===== src/rtl/muldiv_pkg.sv =====
// muldiv_pkg: shared definitions for mul_div_unit.
//   OP_MUL / OP_DIV : opSelect encodings accepted by the unit.
//   state_e         : control FSM states (IDLE, RUN, DONE).
// Optional feature macro used by the unit: MULDIV_DIV_EN (division datapath).
package muldiv_pkg;

    localparam logic [5:0] OP_MUL = 6'b001000;
    localparam logic [5:0] OP_DIV = 6'b001001;

    typedef enum logic [1:0] {
        IDLE,
        RUN,
        DONE
    } state_e;

endpackage


===== src/rtl/div_step.sv =====
// div_step: one combinational restoring-division step on unsigned magnitudes.
// The next dividend bit (MSB of i_quo) is shifted into the partial remainder, the divisor
// is trial-subtracted, and the resulting quotient bit enters the LSB of the quotient word.
// Only instantiated when MULDIV_DIV_EN is defined.
// Ports:
//   i_rem     partial remainder (always < divisor)
//   i_quo     dividend bits still to consume (MSB first) / quotient bits so far (LSB side)
//   i_divisor divisor magnitude, non-zero
//   o_rem     next partial remainder
//   o_quo     i_quo shifted left with the new quotient bit appended
module div_step #(
    parameter int unsigned WIDTH = 32
) (
    input  logic [WIDTH-1:0] i_rem,
    input  logic [WIDTH-1:0] i_quo,
    input  logic [WIDTH-1:0] i_divisor,
    output logic [WIDTH-1:0] o_rem,
    output logic [WIDTH-1:0] o_quo
);

    logic [WIDTH:0] w_shift;
    logic [WIDTH:0] w_diff;
    logic           w_qbit;

    // One extra bit so a negative trial result shows up in the MSB.
    assign w_shift = {i_rem, i_quo[WIDTH-1]};
    assign w_diff  = w_shift - {1'b0, i_divisor};
    assign w_qbit  = ~w_diff[WIDTH];
    assign o_rem   = w_qbit ? w_diff[WIDTH-1:0] : w_shift[WIDTH-1:0];
    assign o_quo   = {i_quo[WIDTH-2:0], w_qbit};

endmodule


===== src/rtl/mul_div_unit.sv =====
// mul_div_unit: iterative multiplier (radix-2 Booth) and optional restoring divider.
// Optional feature macro: MULDIV_DIV_EN -- compiles in the DIV datapath and divZero.
// Without it, OP_DIV is rejected like any other unknown opcode and divZero is 0.
// Ports:
//   Clock     sole clock, rising edge
//   clear     asynchronous active-low reset
//   start     request, sampled on rising edge when not busy
//   opSelect  OP_MUL or OP_DIV (others ignored)
//   opA, opB  multiplicand/dividend, multiplier/divisor
//   resLo     product low half / quotient
//   resHi     product high half / remainder
//   busy      high exactly while in RUN
//   finished  results valid (level, held in DONE)
//   divZero   last DIV had a zero divisor
// A command accepted at edge E0 spends WIDTH iteration edges plus one finalize edge in RUN,
// so finished rises on edge E(WIDTH+1). The results registers only load on that edge.
module mul_div_unit
    import muldiv_pkg::*;
#(
    parameter int unsigned WIDTH     = 32,
    parameter bit          SIGNED_EN = 1'b1
) (
    input  logic             Clock,
    input  logic             clear,
    input  logic             start,
    input  logic [5:0]       opSelect,
    input  logic [WIDTH-1:0] opA,
    input  logic [WIDTH-1:0] opB,
    output logic [WIDTH-1:0] resLo,
    output logic [WIDTH-1:0] resHi,
    output logic             busy,
    output logic             finished,
    output logic             divZero
);

    localparam int unsigned    CW        = $clog2(WIDTH + 1);
    localparam logic [CW-1:0]  LAST_STEP = CW'(WIDTH);

    state_e           r_state;
    logic [CW-1:0]    r_count;
    // MUL: {r_acc, r_q, r_qm1} is the Booth register; r_acc has two guard bits so A +/- M
    // never overflows. DIV: r_acc low half is the partial remainder, r_q the dividend/quotient.
    logic [WIDTH+1:0] r_acc;
    logic [WIDTH-1:0] r_q;
    logic             r_qm1;
    logic [WIDTH:0]   r_mcand;
    logic             r_bmsb;
    logic [WIDTH-1:0] r_res_lo;
    logic [WIDTH-1:0] r_res_hi;
    logic             r_busy;
    logic             r_finished;

    logic             w_op_mul;
    logic             w_op_div;
    logic             w_accept;
    logic [WIDTH:0]   w_mcand_ext;
    logic [WIDTH+1:0] w_m_ext;
    logic [WIDTH+1:0] w_booth_sum;
    logic [WIDTH+1:0] w_b_acc;
    logic [WIDTH-1:0] w_b_q;
    logic             w_b_qm1;
    logic [WIDTH-1:0] w_mul_hi;

    assign w_op_mul = (opSelect == OP_MUL);
`ifdef MULDIV_DIV_EN
    assign w_op_div = (opSelect == OP_DIV);
`else
    assign w_op_div = 1'b0;
`endif
    assign w_accept = start && (r_state != RUN) && (w_op_mul || w_op_div);

    // Multiplicand widened by one bit: sign bit when signed, zero when unsigned.
    assign w_mcand_ext = {SIGNED_EN & opA[WIDTH-1], opA};
    assign w_m_ext     = {r_mcand[WIDTH], r_mcand};

    always_comb begin
        w_booth_sum = r_acc;
        case ({r_q[0], r_qm1})
            2'b01:   w_booth_sum = r_acc + w_m_ext;
            2'b10:   w_booth_sum = r_acc - w_m_ext;
            default: w_booth_sum = r_acc;
        endcase
    end

    // Arithmetic right shift of {sum, Q, q-1}.
    assign w_b_acc = {w_booth_sum[WIDTH+1], w_booth_sum[WIDTH+1:1]};
    assign w_b_q   = {w_booth_sum[0], r_q[WIDTH-1:1]};
    assign w_b_qm1 = r_q[0];

    // Booth treats the multiplier as signed; an unsigned multiplier with its MSB set was
    // weighted -2^(W-1) instead of +2^(W-1), so add M back into the high half.
    assign w_mul_hi = r_acc[WIDTH-1:0]
                    + ((!SIGNED_EN && r_bmsb) ? r_mcand[WIDTH-1:0] : '0);

`ifdef MULDIV_DIV_EN
    logic             r_is_div;
    logic             r_neg_q;
    logic             r_neg_r;
    logic             r_div_zero;
    logic             w_a_neg;
    logic             w_b_neg;
    logic [WIDTH-1:0] w_a_mag;
    logic [WIDTH-1:0] w_b_mag;
    logic [WIDTH-1:0] w_div_rem;
    logic [WIDTH-1:0] w_div_quo;
    logic [WIDTH-1:0] w_quo_fin;
    logic [WIDTH-1:0] w_rem_fin;

    assign w_a_neg = SIGNED_EN & opA[WIDTH-1];
    assign w_b_neg = SIGNED_EN & opB[WIDTH-1];
    // Magnitude of the most-negative value wraps to 2^(W-1), which is correct unsigned.
    assign w_a_mag = w_a_neg ? -opA : opA;
    assign w_b_mag = w_b_neg ? -opB : opB;

    div_step #(
        .WIDTH (WIDTH)
    ) u_div_step (
        .i_rem     (r_acc[WIDTH-1:0]),
        .i_quo     (r_q),
        .i_divisor (r_mcand[WIDTH-1:0]),
        .o_rem     (w_div_rem),
        .o_quo     (w_div_quo)
    );

    // Quotient truncates toward zero; remainder follows the dividend's sign.
    // MIN / -1 gives magnitude 2^(W-1), whose negation is MIN again.
    assign w_quo_fin = r_neg_q ? -r_q : r_q;
    assign w_rem_fin = r_neg_r ? -r_acc[WIDTH-1:0] : r_acc[WIDTH-1:0];
    assign divZero   = r_div_zero;
`else
    assign divZero   = 1'b0;
`endif

    always_ff @(posedge Clock or negedge clear) begin
        if (!clear) begin
            r_state    <= IDLE;
            r_count    <= '0;
            r_acc      <= '0;
            r_q        <= '0;
            r_qm1      <= 1'b0;
            r_mcand    <= '0;
            r_bmsb     <= 1'b0;
            r_res_lo   <= '0;
            r_res_hi   <= '0;
            r_busy     <= 1'b0;
            r_finished <= 1'b0;
`ifdef MULDIV_DIV_EN
            r_is_div   <= 1'b0;
            r_neg_q    <= 1'b0;
            r_neg_r    <= 1'b0;
            r_div_zero <= 1'b0;
`endif
        end else begin
            case (r_state)
                IDLE, DONE: begin
                    if (w_accept) begin
                        r_finished <= 1'b0;
                        r_count    <= '0;
                        r_bmsb     <= opB[WIDTH-1];
`ifdef MULDIV_DIV_EN
                        r_div_zero <= 1'b0;
                        r_is_div   <= w_op_div;
`endif
                        if (w_op_div) begin
`ifdef MULDIV_DIV_EN
                            if (opB == '0) begin
                                r_state    <= DONE;
                                r_finished <= 1'b1;
                                r_div_zero <= 1'b1;
                                r_res_lo   <= '1;
                                r_res_hi   <= opA;
                            end else begin
                                r_state <= RUN;
                                r_busy  <= 1'b1;
                                r_acc   <= '0;
                                r_q     <= w_a_mag;
                                r_mcand <= {1'b0, w_b_mag};
                                r_neg_q <= w_a_neg ^ w_b_neg;
                                r_neg_r <= w_a_neg;
                            end
`endif
                        end else begin
                            r_state <= RUN;
                            r_busy  <= 1'b1;
                            r_acc   <= '0;
                            r_q     <= opB;
                            r_qm1   <= 1'b0;
                            r_mcand <= w_mcand_ext;
                        end
                    end
                end
                RUN: begin
                    if (r_count == LAST_STEP) begin
                        r_state    <= DONE;
                        r_busy     <= 1'b0;
                        r_finished <= 1'b1;
                        r_res_lo   <= r_q;
                        r_res_hi   <= w_mul_hi;
`ifdef MULDIV_DIV_EN
                        if (r_is_div) begin
                            r_res_lo <= w_quo_fin;
                            r_res_hi <= w_rem_fin;
                        end
`endif
                    end else begin
                        r_count <= r_count + CW'(1);
                        r_acc   <= w_b_acc;
                        r_q     <= w_b_q;
                        r_qm1   <= w_b_qm1;
`ifdef MULDIV_DIV_EN
                        if (r_is_div) begin
                            r_acc <= {2'b00, w_div_rem};
                            r_q   <= w_div_quo;
                        end
`endif
                    end
                end
                default: begin
                    r_state <= IDLE;
                    r_busy  <= 1'b0;
                end
            endcase
        end
    end

    assign resLo    = r_res_lo;
    assign resHi    = r_res_hi;
    assign busy     = r_busy;
    assign finished = r_finished;

endmodule


===== config.mk =====
export PLATFORM = sky130hd
export DESIGN_NAME = mul_div_unit
export DESIGN_NICKNAME = d
export VERILOG_FILES = /design/src/rtl/muldiv_pkg.sv /design/src/rtl/div_step.sv /design/src/rtl/mul_div_unit.sv
export SDC_FILE = /design/constraint.sdc
export NUM_CORES = 1
export LEC_CHECK = 0
export ABC_AREA = 1
export CAP_MARGIN = 25
export CORE_MARGIN = 2
export CORE_UTILIZATION = 58
export CTS_BUF_LIST = sky130_fd_sc_hd__clkbuf_4 sky130_fd_sc_hd__clkbuf_8
export DETAILED_ROUTE_END_ITERATION = 12
export MAX_ROUTING_LAYER = met4
export PLACE_DENSITY = 0.95
export SYNTH_ARGS = -nofsm -noshare
export SYNTH_HDL_FRONTEND = slang
export SYNTH_SLANG_ARGS = --single-unit

===== constraint.sdc =====
create_clock -name Clock -period 3.1 [get_ports Clock]
set_input_delay 0.31 -clock Clock [delete_from_list [all_inputs] [get_ports Clock]]
set_output_delay 0.31 -clock Clock [all_outputs]
set_load 0.01 [all_outputs]

# Word level (Yosys, flattened, before mapping)
# Index checks and enable logic that the tools add are counted.
# totals
regBits	173
inputBits	73
out_inout_bits	67
wordCells	54
# op_classes
addsub	3
eq_ne	10
mux	21
n_reduce_logical	10
# ops
op	n
$pmux W34 S2	2
$mux W34	2
$mux W32	2
$pmux W32 S2	1
$add A34 B34 Y34	1
$sub A34 B34 Y34	1
$mux W6	2
$pmux W6 S2	1
$add A6 B1 Y6 const B	1
$eq A6 B4 Y1 const B	1
$eq A6 B6 Y1 const B	1
$ne A2 B2 Y1 const B	3
$pmux W1 S2	3
$reduce_and A2 Y1	3
$reduce_and A3 Y1	2
$mux W1	5
$eq A2 B1 Y1 const B	2
$eq A2 B2 Y1 const B	2
$mux W2	2
$pmux W2 S2	1
$logic_and A1 B1 Y1	2
$logic_not A2 Y1	1
$ne A2 B1 Y1 const B	1
$reduce_bool A2 Y1	1
$reduce_or A2 Y1	1

# Longest topological paths before layout
# Gate-level depths: netlist of the first run.
# logic_depth
depth_word	5
mapped_depth	25
mapped_depth_nobuf	25

# Least setup slack after synthesis of the first run
# No wires, ideal clock.
# synth_timing
kind	register -> register
startpoint	register r_q[0]
endpoint	register r_acc[29]
setup_time_ns	0.117
arrival_time_ns	2.599
required_ns	2.983
setup_slack_ns	0.384
path_stages_with_launch	19
n_path_buf	2
synth_period_minus_slack_ns	2.716
cell_sequence	dfrtp_1 > ha_1 > inv_1 > buf_2 > clkbuf_1 > nand2_1 > xnor2_1 > inv_1 > ha_1 > nand2_1 > nor2_1 > and2_1 > nand2_1 > nand2_1 > nand2_1 > nand3_1 > nand3_1 > nand2_1 > nand2_1
# synth_via
elab_chain_len	4
word_cells_on_any_way	5
classes_between	eq/ne: 2; mux: 3
# synth_rtl
element	line	rtl
from (decl)	mul_div_unit.sv:44	logic [WIDTH-1:0] r_q;
from (signal assigned)	mul_div_unit.sv:186	r_q <= opB;
from (signal assigned)	mul_div_unit.sv:208	r_q <= w_b_q;
$eq A2 B2 Y1 / $eq A2 B1 Y1 (equally long branches)	mul_div_unit.sv:78	case ({r_q[0], r_qm1})
$pmux W34 S2 *	mul_div_unit.sv:78	
$mux W34 *	mul_div_unit.sv:193	if (r_count == LAST_STEP) begin
$pmux W34 S2 *	mul_div_unit.sv:154	case (r_state)
to (signal assigned)	mul_div_unit.sv:207	r_acc <= w_b_acc;
to (decl)	mul_div_unit.sv:43	logic [WIDTH+1:0] r_acc;
# Every way passes the cells marked *; elsewhere a longest branch is shown, timed or not. The select of a mux whose other input is x is not followed.
# A chain may end at the register's enable or synchronous reset.

# Final worst setup path of the first run
# layout_timing
startpoint	register r_mcand[12]
endpoint	register r_acc[32]
# layout_via
elab_chain_len	4
word_cells_on_any_way	5
classes_between	add/sub: 2; mux: 3
# layout_rtl
element	line	rtl
from (decl)	mul_div_unit.sv:46	logic [WIDTH:0] r_mcand;
from (signal assigned)	mul_div_unit.sv:188	r_mcand <= w_mcand_ext;
$sub A34 B34 Y34 / $add A34 B34 Y34 (equally long branches)	mul_div_unit.sv:80, mul_div_unit.sv:79	
$pmux W34 S2 *	mul_div_unit.sv:78	
$mux W34 *	mul_div_unit.sv:193	
$pmux W34 S2 *	mul_div_unit.sv:154	
# Marks and branches as above.

==> results of run 1 <==
-- cells by family (layout without fill, tap and decap cells) --
family | after synthesis | count (layout) | share of synthesized area [%]
and+or+nand+nor | 675 | 675 | 25.7
buffers and inverters | 315 | 476 | 11.6
AOI/OAI and AO/OA | 275 | 275 | 14.3
DFF | 172 | 172 | 40.7
adders and majority gates | 38 | 38 | 4.56
xor gates and xnor gates | 38 | 38 | 3.14
other | 1 | 1 | 0.0354
-- worst max-delay path, delay by kind of cell, from the launching register on --
family          cells  cell delay [ns]
xor+xnor            1             0.21
simple gates       11             1.20
compound gates      3             0.46
flops               1             0.46
buf+inv             3             0.29
fa+ha+maj           1             0.31
-- repair_timing --
action / 4_1_cts / 5_1_grt
setup endpoints to repair: 9 / 23
gates resized for setup: 5 / 71
hold endpoints to repair: 70 / 0
setup buffers: 3 / 9
hold buffers: 1 / 0
pin swaps: 5 / 20
-- power groups by stage --
stage	sequential (mW)	combinational, mW	clock [mW]
2_1_floorplan	3.08	5.63	0
3_3_place_gp	3.20	7.70	0
3_5_place_dp	3.22	7.85	0
4_1_cts	3.18	7.98	1.70
5_1_grt	3.27	9.61	1.79
6_report	3.23	8.65	1.69
-- Yosys cell counts, drive strengths merged (5+ instances only) --
cell	number	area, sq um
dfrtp	172	4300
xnor2	8	70.1
xor2	30	263
inv	259	972
o211ai	35	263
clkbuf	32	120
o21ai	162	830
and2	5	31.3
nand2	488	1830
ha	37	463
a21oi	66	342
buf	22	126
nor2	89	347
nand3	78	400
-- registers in the layout (all words and copies together) (netlist names) --
register and cells:
r_qm1 1, r_mcand 32, finished 1, r_q 32, busy 1, r_count 6, r_acc 33, r_state 2
resHi 32, resLo 32
-- metrics by stage --
step | power (mW) | hold slack [ns] | area [sq um] | worst slack [ns] | setup TNS (ns)
finish | 13.6 | 0.351 | 13100 | 0.0471 | 0
global route | 14.7 | 0.365 | 13100 | -0.0974 | -0.381
CTS | 12.9 | 0.351 | 12800 | 0.000653 | 0
global placement | 10.9 | 0.366 | 12300 | -0.0374 | -0.0584
floorplan | 8.71 | 0.0144 | 10600 | 0.384 | 0
detailed placement | 11.1 | 0.374 | 12300 | -0.147 | -0.475
-- final cells by class --
type	count	area, sq um
fill	1356	4880
clock buffer	18	241
sequential	172	4310
multi-input combinational	1027	5330
timing repair buffer	183	1770
tap	229	287
clock inverter	14	173
inverter	261	980
-- routing by layer --
metal | vias to the layer above | share of wire [%] | track usage (%)
li1 | 5043 | - | -
met5 | - | 0 | -
met1 | 4778 | 43 | 42.9
met3 | 53 | 8.1 | 6.01
met4 | 0 | 2.1 | 9.52
met2 | 456 | 46 | 49.2
-- how the worst max path moves through the flow --
stage | start | endpoint | slack, ns
after floorplan | r_q[0] | r_acc[29] | 0.38
after global placement | r_mcand[0] | r_acc[32] | -0.04
after detailed placement | r_mcand[0] | r_acc[32] | -0.15
after CTS | r_mcand[0] | r_acc[27] | 0.0007
after global routing | r_mcand[0] | r_acc[32] | -0.1
final | r_mcand[12] | r_acc[32] | 0.05
-- cell usage in the layout, fill, tap and decap left out, drive strengths merged, types with 18 or more instances in the layout --
master | netlist | routed
nand3 | 78 | 78
clkdlybuf4s50 | 0 | 137
a21oi | 66 | 66
ha | 37 | 37
xor2 | 30 | 30
o21ai | 162 | 162
inv | 259 | 266
dfrtp | 172 | 172
o211ai | 35 | 35
nand2 | 488 | 488
nor2 | 89 | 89
clkbuf | 32 | 18
buf | 22 | 45
==> impl_metrics.toml, run 1 <==
[synth]
synth_flop_cell = "dfrtp_1"
synth.yosys.seq_area_share_pct = 40.7
synth-seq-cells = 172
synth_edf_count = 0
ys_warn_count = 0
synth_area_sq_um = 10600
async_flop_share_pct = 100
postSynthNetCount = 1625
avgSynthCellArea_sq_um = 6.99
yosysUniqueCellTypes = 42
syn_inst = 1514

[floorplanning]
die_w_um = 139
num_rows = 49
die_h_um = 139
start_util_pct = 58.9
core-area_sq_um = 18000
die_area_sq_um = 19300
io_pins = 140

[routing]
vias_per_cell = 5.43
num_vias = 10300
routed_wl_um = 29900
final_antenna_net_count = 0
post-route-drc-count = 0
drtIter0Drc = 763
post_drt_wl_per_cell_um = 15.7
dr.pass1.iters = 6

[job]
max_cap_violations = 0

[setup_path]
reg2reg_depth = 19
r2r-end = "r_acc[32]"
cpMaxStageDelayCell = "dfrtp_1"
critPathLaunchType = "flip-flop"
cp_cell_sequence = "nor2_1 -> nand2_1 -> nor2_2 -> nand2_2 -> nor2_2 -> inv_1 -> o21ai_2 -> xor2_1 -> ha_1 -> buf_4 -> nand2_2 -> inv_1 -> nand2_1 -> and2_4 -> o21ai_0 -> a21oi_1 -> nand3_1 -> nand3_1 -> nand2_1"
critical_path_required_ns = 3.48
cpMostUsedCell = "nand2_1"
worstPathMaxFanout = 4
r2r_start = "r_mcand[12]"
worstPathArrival_ns = 3.43
max_stage_delay_ns = 0.46
crit_type = "flip-flop to flip-flop"
reg2reg_slack_ns = 0.05
crit_path_end_kind = "flip-flop"

[min_path]
hold_path_depth = 3
hold_path_end = "r_mcand[6]"
min_from = "opA[6]"
hp-class = "input port to flip-flop"

[global_route]
gr-usage-all-layers_pct = 31.8
grt_pass1_wl_um = 48400
global_route.overflow_total = 0
grt_pass1_vias = 9799
antenna_found_initial = 0
grt_max_degree = 100

[clocking]
h-tree-depth = 4
cts_buffers = 17
path_clk_slew_ns = 0.10
clock_sinks = 172
clkLatencyLatePin_ns = 0.49
cts_root_buffer = "clkbuf_8"
cts_tree = "built"
clockBufferDepth = 2

[timing]
slew_viol_final = 0
clock_skew_ns = 0.0185
tightest_slew_ns = 0.691
relSlewSlack_pct = 54.0
finalHoldViolations = 0
period_share_pct = 98.5
fmax_mhz = 328
setup_viol = 0
period_needed_ns = 3.05

[power]
swShare_pct = 52.2
p_leak_nw = 6.68
powerDensity_nw_per_um2 = 1040
pwr-share-clk_pct = 12.4
p_seq_share_pct = 23.8
power.internal_mw = 6.49
vdd_drop_max_mv = 0.549
p_sw_mw = 7.08
p_comb_share_pct = 63.8

[placement]
place_inst = 1859
dp_hpwl_um = 22000
gp_congestion = 1.02
io_buffers = 138

[cells_and_area]
syn_to_final_growth_pct = 23.6
final_cells = 1904
finish.net_count = 1773
fin_util_pct = 72.9
antenna_cells = 0
layout-drive-gt1-share_pct = 9.43

[status]
status = "finished, final reports clean"
Power figures use the tool's default switching activity.
==> inputs of run 2 (changes only) <==
- SKIP_LAST_GASP: default -> 1
==> run 2 against run 1 <==
Final cell count stayed put. Total power decreased by 0.15%. Largest cell class unchanged. Register-to-register slack better by 0.05 ns. Setup slack improved by 0.048 ns. Design area about the same. Clock-buffer cell count unchanged. Die area did not move. Utilization hardly changed. First-iteration DRC count unchanged. Critical path depth stayed put. Sequential cell count unchanged. Highest routed layer unchanged.
==> impl_metrics.toml, run 2 (synthesized netlist as in run 1, its figures left out) <==
[status]
status = "finished, final reports clean"

[timing]
clock_skew_ns = 0.0193
period_share_pct = 96.9
tightest_slew_ns = 0.690
slew_viol_final = 0
setup_viol = 0
rsz0062_at_grt = "true"
fin_tns_setup_ns = 0
period_needed_ns = 3.00
relSlewSlack_pct = 54.0
fmax_mhz = 333
finalHoldViolations = 0

[cells_and_area]
final_cells = 1904
finish.net_count = 1773
multiInputGateArea_sq_um = 5320
antenna_cells = 0
layout-drive-gt1-share_pct = 9.31
syn_to_final_growth_pct = 23.6
largest-register = "r_acc"
largest_reg_flops = 33
design_area_sq_um = 13100
fill_cells = 1357
final_cell_mix = "nand2_1, inv_1, dfrtp_1"
final_common_cell = "nand2_1"
seqCellArea_sq_um = 4310

[clocking]
h-tree-depth = 4
clockBufferDepth = 2
clock_sinks = 172
clkLatencyLatePin_ns = 0.48
cts_root_buffer = "clkbuf_8"
cts_tree = "built"
cts_buffers = 17
path_clk_slew_ns = 0.10

[routing]
post_drt_wl_per_cell_um = 15.7
vias_per_cell = 5.41
dr.pass1.iters = 6
routed_wl_um = 29900
num_vias = 10300
final_antenna_net_count = 0
post-route-drc-count = 0
drtIter0Drc = 763

[floorplanning]
io_pins = 140
die_w_um = 139
start_util_pct = 58.9
core-area_sq_um = 18000
num_rows = 49
die_area_sq_um = 19300
die_h_um = 139

[global_route]
grt_pass1_vias = 9799
antenna_found_initial = 0
grt_pass1_wl_um = 48400
gr-usage-all-layers_pct = 31.8
grt_max_degree = 100
global_route.overflow_total = 0

[power]
p_comb_share_pct = 63.8
p_sw_mw = 7.07
p_leak_nw = 6.68
swShare_pct = 52.2
p_seq_share_pct = 23.8
p_total_mw = 13.5
powerDensity_nw_per_um2 = 1040
vdd_drop_max_mv = 0.548
pwr-share-clk_pct = 12.4
power.internal_mw = 6.48

[min_path]
min_from = "opA[6]"
hp-class = "input port to flip-flop"
hold_path_end = "r_mcand[6]"
hold_path_depth = 3

[setup_path]
crit_path_end_kind = "flip-flop"
critical_path_required_ns = 3.47
critPathLaunchType = "flip-flop"
crit_type = "flip-flop to flip-flop"
r2r_start = "r_mcand[12]"
worstPathArrival_ns = 3.38
reg2reg_slack_ns = 0.1
worstPathMaxFanout = 4
r2r-end = "r_acc[32]"
reg2reg_depth = 19

[placement]
dp_hpwl_um = 22000
placed_area_sq_um = 12300
gp_congestion = 1.02
io_buffers = 138
place_inst = 1859

[job]
max_cap_violations = 0
[run 2: cell count changes in the layout (fill, tap and decap cells not counted)]
cell	before	now
a21oi_1	55	56
a21oi_2	10	9
nand2_1	471	472
nand2_2	17	16
[run 2: power by group through the flow]
stage | sequential, mW | combinational [mW] | clock [mW]
after CTS | 3.18 | 7.98 | 1.70
after detailed placement | 3.22 | 7.85 | 0
after global placement | 3.20 | 7.70 | 0
after global routing | 3.27 | 9.59 | 1.79
final | 3.22 | 8.64 | 1.69
after floorplan | 3.08 | 5.63 | 0
[run 2: metrics by stage]
step           setup slack (ns)  util (%)  hold WS, ns
3_5_place_dp             -0.147      68.6        0.374
2_1_floorplan             0.384         -       0.0144
5_1_grt                 -0.0974      72.8        0.365
4_1_cts                0.000653      71.1        0.351
3_3_place_gp            -0.0374      68.6        0.366
6_report                 0.0951      72.8        0.354
[run 2: worst max-delay path, cell delays in order, from the launching register on]
cell and delay, ns:
dfrtp_1 0.46, nor2_1 0.16, nand2_1 0.10, nor2_2 0.16, nand2_2 0.10, nor2_2 0.13
inv_1 0.08, o21ai_2 0.16, xor2_1 0.20, ha_1 0.30, buf_4 0.18, nand2_2 0.08
inv_1 0.04, nand2_1 0.06, and2_4 0.13, o21ai_0 0.08, a21oi_1 0.19, nand3_1 0.11
nand3_1 0.10, nand2_1 0.06
[run 2: worst max-delay path by stage]
| stage | start | endpoint | slack (ns) | cells past startpoint |
|---|---|---|---|---|
| after CTS | r_mcand[0] | r_acc[27] | 0.0007 | 22 |
| after global placement | r_mcand[0] | r_acc[32] | -0.04 | 19 |
| after floorplan | r_q[0] | r_acc[29] | 0.38 | 18 |
| after global routing | r_mcand[0] | r_acc[32] | -0.1 | 19 |
| final | r_mcand[12] | r_acc[32] | 0.1 | 19 |
| after detailed placement | r_mcand[0] | r_acc[32] | -0.15 | 19 |
[run 2: final cells by class]
| cell class | count | share of cell area, % |
|---|---|---|
| Multi-Input combinational cell | 1027 | 40.7 |
| Sequential cell | 172 | 32.9 |
| Timing Repair Buffer | 183 | 13.6 |
| Inverter | 261 | 7.49 |
| Tap cell | 229 | 2.19 |
| Clock buffer | 18 | 1.85 |
| Clock inverter | 14 | 1.32 |
[run 2: layer usage]
metal / up-vias / GRT usage, % / part of all wire [%]
met1: 4790 / 42.9 / 44
met2: 420 / 49.2 / 46
li1: 5045 / - / -
met4: 0 / 9.52 / 2.1
met3: 51 / 6.01 / 7.6
met5: - / - / 0
[run 2: what timing repair did]
action	4_1_cts	5_1_grt
pin swaps	5	20
buffers inserted	3	9
gates cloned	0	0
hold buffers	1	0
resized for setup	5	69
endpoints found under the setup margin	9	23
hold endpoints to repair	70	0
==> inputs of run 3 (changes only) <==
- CORE_UTILIZATION: 58 -> 30
- PLACE_DENSITY: 0.95 -> 0.61
==> run 3 against run 2 <==
Clock power is essentially flat. Critical path depth up 3. Sequential share of layout area shrank 1.1 points. Total power rose by 2.1%. Design area rose by 3.4%. Global-route usage decreased by 14 points. Fmax shrank 0.54%. Final cell count grew 13%. Worst hold slack lost 0.10 ns. Non-clock buffer count rose by 14. Register-to-register slack worse by 0.02 ns. Largest cell class unchanged. Largest power group unchanged.
==> impl_metrics.toml, run 3 (synthesized netlist as in run 1, its figures left out) <==
[status]
status = "finished, final reports clean"

[timing]
setup_viol = 0
fin_ws_ns = 0.0787
slew_viol_final = 0
rsz0062_at_grt = "true"
relSlewSlack_pct = 60.5
clock_skew_ns = 0.0163
tightest_slew_ns = 0.593
period_share_pct = 97.5
finalHoldViolations = 0
fmax_mhz = 331
period_needed_ns = 3.02

[placement]
dp_hpwl_um = 23300
place_inst = 2105
gp_congestion = 0.937
dp_slack_ns = -0.189
io_buffers = 138

[setup_path]
critPathTopFamily = "simple AND/OR/NAND/NOR gates"
critPathLaunchType = "flip-flop"
cpMostUsedCell = "nand2_1"
crit_path_end_kind = "flip-flop"
cp_cell_sequence = "inv_2 -> ha_4 -> nand3_4 -> nor2_4 -> nand3_4 -> o21ai_4 -> o21ai_2 -> nor2_1 -> xor2_1 -> ha_1 -> nand2_2 -> inv_2 -> nand2_2 -> nand2_2 -> nand2_1 -> nand2_1 -> a21oi_2 -> nand2_1 -> nand2_1 -> nand3_2 -> nand2_1 -> nand2_1"
path_buf_inv = 2
crit_type = "flip-flop to flip-flop"
worstPathArrival_ns = 3.42
cpMaxStageDelayCell = "dfrtp_1"
worstPathMaxFanout = 4
critical_path_required_ns = 3.50
max_stage_delay_ns = 0.40

[cells_and_area]
final_common_cell = "nand2_1"
syn_to_final_growth_pct = 27.8
final_cells = 2144
finish.net_count = 1787
antenna_cells = 0
layout-drive-gt1-share_pct = 10.7
largest-register = "r_acc"
fill_cells = 3685
largest_reg_flops = 33
fin_util_pct = 39.1
final_cell_mix = "nand2_1, inv_1, dfrtp_1"

[global_route]
grt_max_degree = 84
antenna_found_initial = 0
grt_pass1_vias = 9393
gr-usage-all-layers_pct = 17.6
grt_pass1_wl_um = 49300
global_route.overflow_total = 0

[floorplanning]
start_util_pct = 30.6
die_h_um = 192
io_pins = 140
num_rows = 68
core-area_sq_um = 34600
die_area_sq_um = 36800
die_w_um = 192

[routing]
routed_wl_um = 30700
vias_per_cell = 4.57
num_vias = 9808
dr.pass1.iters = 5
post_drt_wl_per_cell_um = 14.3
post-route-drc-count = 0
final_antenna_net_count = 0
drtIter0Drc = 547

[power]
powerDensity_nw_per_um2 = 1020
vdd_drop_max_mv = 0.514
p_leak_nw = 6.74

[clocking]
cts_buffers = 17
h-tree-depth = 4
cts_root_buffer = "clkbuf_8"
clkLatencyLatePin_ns = 0.50
cts_tree = "built"
path_clk_slew_ns = 0.11
clock_sinks = 172
clockBufferDepth = 2

[job]
max_cap_violations = 0

[min_path]
hp-class = "input port to asynchronous set/reset pin"
==> run 3: worst register-to-register path, cell delays in order (launching register included) <==
cell     delay [ns]
dfrtp_1        0.40
inv_2          0.11
ha_4           0.15
nand3_4        0.09
nor2_4         0.17
nand3_4        0.11
o21ai_4        0.19
o21ai_2        0.09
nor2_1         0.13
xor2_1         0.24
ha_1           0.33
nand2_2        0.13
inv_2          0.04
nand2_2        0.06
nand2_2        0.07
nand2_1        0.06
nand2_1        0.06
a21oi_2        0.15
nand2_1        0.07
nand2_1        0.07
nand3_2        0.07
nand2_1        0.07
nand2_1        0.05
==> run 3: repair_timing <==
| action | 4_1_cts | 5_1_grt |
|---|---|---|
| hold endpoints to repair | 26 | 0 |
| setup endpoints to repair | 13 | 21 |
| pin swaps | 3 | 28 |
| setup buffers | 2 | 4 |
| hold buffers | 1 | 0 |
| gates resized for setup | 13 | 76 |
==> run 3: power by group <==
group | switching, mW | leakage, nW | internal [mW]
registers | 0.434 | 2.20 | 2.78
clock network | 0.947 | 0.207 | 0.771
logic | 5.63 | 4.34 | 3.27
total | 7.01 | 6.74 | 6.82
==> run 3: through the flow <==
stage	TNS, ns	hold WS (ns)	power [mW]	cell area (sq um)
after floorplan	0	0.0144	8.71	10600
after global placement	-0.403	0.205	11.4	12800
after detailed placement	-0.925	0.206	11.5	12800
after CTS	0	0.208	13.4	13300
after global routing	-1.65	0.243	15.2	13500
final	0	0.253	13.8	13500
==> run 3: layer usage <==
| metal | GRT usage, % | vias to the layer above | routed length [um] |
|---|---|---|---|
| li1 | - | 5081 | - |
| met5 | - | - | 0 |
| met1 | 24.7 | 4480 | 15300 |
| met3 | 3.18 | 25 | 1720 |
| met4 | 4.97 | 0 | 502 |
| met2 | 25.8 | 222 | 13100 |
==> run 3: worst paths after layout <==
path                             from  slack, ns  cells after the start         end
setup reg to reg           r_mcand[0]       0.08                     22   r_acc[30]
max in group asynchronous       clear       2.07                      3   r_acc[25]
min in group Clock             opA[9]       0.34                      3  r_mcand[9]
setup / recovery           r_mcand[0]       0.08                     22   r_acc[30]
hold reg to reg                  busy       0.48                      2        busy
hold / removal                  clear       0.25                      2   resLo[22]
==> run 3: area by class of cell <==
class	instances	area [sq um]	share of cell area [%]
Clock inverter	12	156	1.16
Multi-Input combinational cell	1027	5360	39.6
Tap cell	455	569	4.21
Timing Repair Buffer	197	1900	14.1
Inverter	261	980	7.24
Sequential cell	172	4300	31.8
Clock buffer	20	256	1.90
